File: src/rtl/hazard_stall_ctrl.sv
// Pipeline stall/bubble controller.
// Detects load-use hazards, hazards on operands of branches resolved in D, and
// mult/div unit occupancy. While a hazard is present it holds PC and the D
// register and puts a bubble into E. It also tracks mult/div busy time and
// counts stalled cycles.
module hazard_stall_ctrl #(
    parameter int unsigned MULT_LAT = 5,
    parameter int unsigned DIV_LAT  = 10,
    parameter int unsigned CNT_W    = 4
) (
    input  logic        clk,
    input  logic        reset,
    input  logic [4:0]  D_rs,
    input  logic [4:0]  D_rt,
    input  logic        D_use_rs,
    input  logic        D_use_rt,
    input  logic        D_branch,
    input  logic        D_md_start,
    input  logic        D_md_div,
    input  logic        D_md_use,
    input  logic [4:0]  E_wa,
    input  logic        E_regwrite,
    input  logic        E_load,
    input  logic [4:0]  M_wa,
    input  logic        M_load,
    output logic        stall,
    output logic        pc_en,
    output logic        flush_E,
    output logic        md_busy,
    output logic [31:0] stall_cnt
);

    logic [CNT_W-1:0] cnt_q, cnt_d;
    logic [31:0]      stall_cnt_q, stall_cnt_d;

    logic match_e_rs, match_e_rt, match_m_rs, match_m_rt;
    logic ld_use, br_haz, md_haz;
    logic md_accept;

    // Register-match terms; $0 is hard-wired and never creates a dependency
    always_comb begin
        match_e_rs = (E_wa == D_rs) && (D_rs != 5'd0);
        match_e_rt = (E_wa == D_rt) && (D_rt != 5'd0);
        match_m_rs = (M_wa == D_rs) && (D_rs != 5'd0);
        match_m_rt = (M_wa == D_rt) && (D_rt != 5'd0);
    end

    // Hazard detection and the pipeline control outputs derived from it
    always_comb begin
        ld_use  = E_load && ((D_use_rs && match_e_rs) || (D_use_rt && match_e_rt));
        br_haz  = D_branch && ((E_regwrite && (match_e_rs || match_e_rt)) ||
                               (M_load && (match_m_rs || match_m_rt)));
        md_busy = (cnt_q != '0) && !reset;
        md_haz  = D_md_use && md_busy;
        stall   = (ld_use || br_haz || md_haz) && !reset;
        pc_en   = !stall;
        flush_E = stall;
        // A start held by any stall is simply retried once the stall clears
        md_accept = D_md_start && !stall;
    end

    // Next state of the mult/div busy countdown
    always_comb begin
        cnt_d = cnt_q;
        if (md_accept) begin
            cnt_d = D_md_div ? CNT_W'(DIV_LAT) : CNT_W'(MULT_LAT);
        end else if (cnt_q != '0) begin
            cnt_d = cnt_q - CNT_W'(1);
        end
    end

    // Next state of the saturating stall-cycle counter
    always_comb begin
        stall_cnt_d = stall_cnt_q;
        if (stall && (stall_cnt_q != 32'hFFFF_FFFF)) begin
            stall_cnt_d = stall_cnt_q + 32'd1;
        end
    end

    // State registers; reset aborts any countdown in progress
    always_ff @(posedge clk or posedge reset) begin
        if (reset) begin
            cnt_q       <= '0;
            stall_cnt_q <= '0;
        end else begin
            cnt_q       <= cnt_d;
            stall_cnt_q <= stall_cnt_d;
        end
    end

    assign stall_cnt = stall_cnt_q;

endmodule

File: config.mk
export PLATFORM = sky130hd
export DESIGN_NAME = hazard_stall_ctrl
export DESIGN_NICKNAME = d
export VERILOG_FILES = /design/src/rtl/hazard_stall_ctrl.sv
export SDC_FILE = /design/constraint.sdc
export NUM_CORES = 1
export LEC_CHECK = 0
export ABC_AREA = 0
export BUFFER_PORTS_ARGS = -buffer_cell sky130_fd_sc_hd__clkbuf_2
export CORE_ASPECT_RATIO = 0.8
export CORE_MARGIN = 2
export CORE_UTILIZATION = 51
export DETAILED_ROUTE_END_ITERATION = 7
export GPL_TIMING_DRIVEN = 0
export PLACE_DENSITY = 0.79
export SYNTH_ARGS = -nofsm -noshare
export SYNTH_HDL_FRONTEND = slang
export SYNTH_SLANG_ARGS = --single-unit
File: constraint.sdc
create_clock -name clk -period 2.9 [get_ports clk]
set_clock_uncertainty 0.1 [all_clocks]
set_input_delay 0.145 -clock clk [delete_from_list [all_inputs] [get_ports clk]]
set_output_delay 0.145 -clock clk [all_outputs]
set_load 0.01 [all_outputs]
==> out/results.txt <==
Final setup viols - 0
Synth area leaders - dfrtp_1 (41%), xor2_1 (15%), nor4_1 (6.6%)
Commonest cells after routing, fill and taps aside - clkbuf_2 (66), xor2_1 (37), dfrtp_1 (36)
Clk slew on worst S/H paths - 0.06 ns
CP endpoint kind - primary output
RSZ-0062 raised after global routing - false
Ys async rst share - 100%
Synth Cell Area - 0.00218 mm²
Final HPWL from detailed placement - 3700 µm
Max-cap viol count - 0
Die H - 62.5 µm
Area Overhead vs Synth - 25.2%
Peak Freq - 369 MHz
Worst-Margin Slew - 0.591 ns
Clock sink total - 36
Core Box Area - 0.00415 mm²
Setup TNS - 0 ns
Commonest non-fill, non-tap cell in the layout - clkbuf_2
Post-layout util - 65.8%
Global-route wire length before repair - 8180 µm
Synth area leader - dfrtp_1
Drt initial violations - 132
Placer Congestion - 0.814
Ports - 67
DRC Markers - 0
Largest net degree at the start of global routing - 36
Post-DRT Antenna Nets - 0
CTS tree - done
Min Clock Period, post-route - 2.71 ns
Slew HR - 60.6%
Net count after synthesis - 253
Fin area - 0.00273 mm²
Total Routing Usage GR - 21.0%
Flops & latches, synth - 36
Setup CP Type - flop to primary output
Ant. Diodes - 0
Via density - 5.45
Distinct cell type count after synthesis - 32
Die width - 77.2 µm
Status - complete, no violations
P_leak - 1.40 nW
Power density cells - 542 mW/mm²
Synth top area share - 41.3%
Inserted Clock Buffers - 5
Mapped Cells - 220
Data required, critical path - 2.65 ns
Placed Instances - 343
Placed inst area - 0.00260 mm²
Crit path launch type - flop
Sequential area share after synthesis - 41.3%
H-Tree Depth - 2
Count of final hold-check violations - 0
Share of layout cells above drive strength 1 - 30.2%
Root Driver - clkbuf_8
DR WL/cell - 13.7 µm
Crit path DAT - 2.46 ns
Full die area - 0.00482 mm²
Total gr overflow - 0
Slew Limit Fails - 0
Routed WL - 4840 µm
Post-synth EDFFs - 0
VDD IR-drop max - 0.000230 V
Synth warnings - 0
Ys flop type - dfrtp_1
Finished Layout Cells - 352
CTS Buffer Depth - 2
Synth Area per Inst - 9.92 µm²
Vias in the first global route - 1848
1st-pass router iterations - 4
Initial core utilization - 52.6%
DR vias - 1919
Hold crit path type - primary input to flop
Max Fanout on Critical Path - 15
Fin nets - 327
Final Cycle Share - 93.3%
# rows - 21
Antenna violations before repair - 0
Worst-skew pair later-pin latency - 0.29 ns
Buffers on Ports - 65
cell type report:
class	instances	area, µm²
clock inverter	2	35.0
inverter	4	15.0
timing repair buffer	68	363
multi-input combinational	171	1220
buffer	8	57.6
fill	360	1420
sequential	36	901
tap	57	71.3
clock buffer	6	72.6
path summary, 6_finish.rpt:
kind	start	to	slack [ns]	cells past startpoint
setup / recovery	cnt_q[0]	stall	0.19	12
setup reg to reg	stall_cnt[13]	stall_cnt[19]	0.32	7
hold / removal	D_md_start	cnt_q[2]	0.08	3
min in group asynchronous	reset	stall_cnt[6]	0.11	3
hold reg to reg	stall_cnt[30]	stall_cnt[30]	0.39	1
max in group asynchronous	reset	cnt_q[2]	2.13	4
worst max-delay path, cell delays in order (launching register included):
cell and delay (ns):
dfrtp_1 0.37, inv_1 0.10, ha_2 0.22, nor3b_4 0.21
nor2_1 0.09, and2_1 0.20, a311oi_1 0.19, and3_1 0.20
buf_6 0.18, or2_2 0.14, inv_1 0.05, buf_4 0.12
clkbuf_2 0.11
metal layers:
metal | routed length (µm) | up-vias | GRT usage (%)
li1 | - | 939 | -
met1 | 2240 | 906 | 27.1
met2 | 2270 | 67 | 35.4
met3 | 269 | 7 | 3.47
met4 | 58 | 0 | 7.81
met5 | 0 | - | 0
per-stage QoR:
step	worst slack, ns	hold WS [ns]	power (mW)
after floorplan	0.336	0.135	0.897
after global placement	-0.251	0.274	1.02
after detailed placement	0.0809	0.285	1.04
after CTS	0.0354	0.0808	1.49
after global routing	0.0253	0.0842	1.57
final	0.194	0.0818	1.48
sequential cells by signal (all words and copies together) (netlist names):
register / flops
stall_cnt: 32
cnt_q: 4
synth_stat cells, types with 3 or more instances:
| cell type | count |
|---|---|
| nor4_1 | 23 |
| xor2_1 | 37 |
| and3_1 | 5 |
| mux2i_1 | 4 |
| mux2_4 | 3 |
| and4_1 | 3 |
| nand2_1 | 16 |
| nor3_1 | 13 |
| nor2b_1 | 3 |
| nand3_1 | 15 |
| inv_1 | 4 |
| nand4_1 | 11 |
| buf_6 | 3 |
| dfrtp_1 | 36 |
| xnor2_1 | 15 |
| nor2_1 | 5 |
| clkbuf_1 | 4 |
power breakdown:
part / total, mW / internal [mW] / switching, mW
logic: 0.400 / 0.205 / 0.195
clock network: 0.431 / 0.255 / 0.176
registers: 0.649 / 0.561 / 0.0887
total: 1.48 / 1.02 / 0.459
repair_timing:
action,in CTS,in global routing
hold endpoints to repair,1,0
buffers inserted,1,0
hold buffers,1,0
resized for setup,2,1
setup endpoints to repair,3,2
kinds of logic after synthesis:
| family | count (synthesis) | synth area share, % |
|---|---|---|
| AOI/OAI and AO/OA | 5 | 2.18 |
| xor gates and xnor gates | 52 | 20.9 |
| adders and majority gates | 2 | 1.15 |
| buffers and inverters | 13 | 3.61 |
| DFF | 36 | 41.3 |
| muxes | 7 | 3.90 |
| and+or+nand+nor | 105 | 27.0 |
Note: power is estimated with default switching activity, not from simulation.
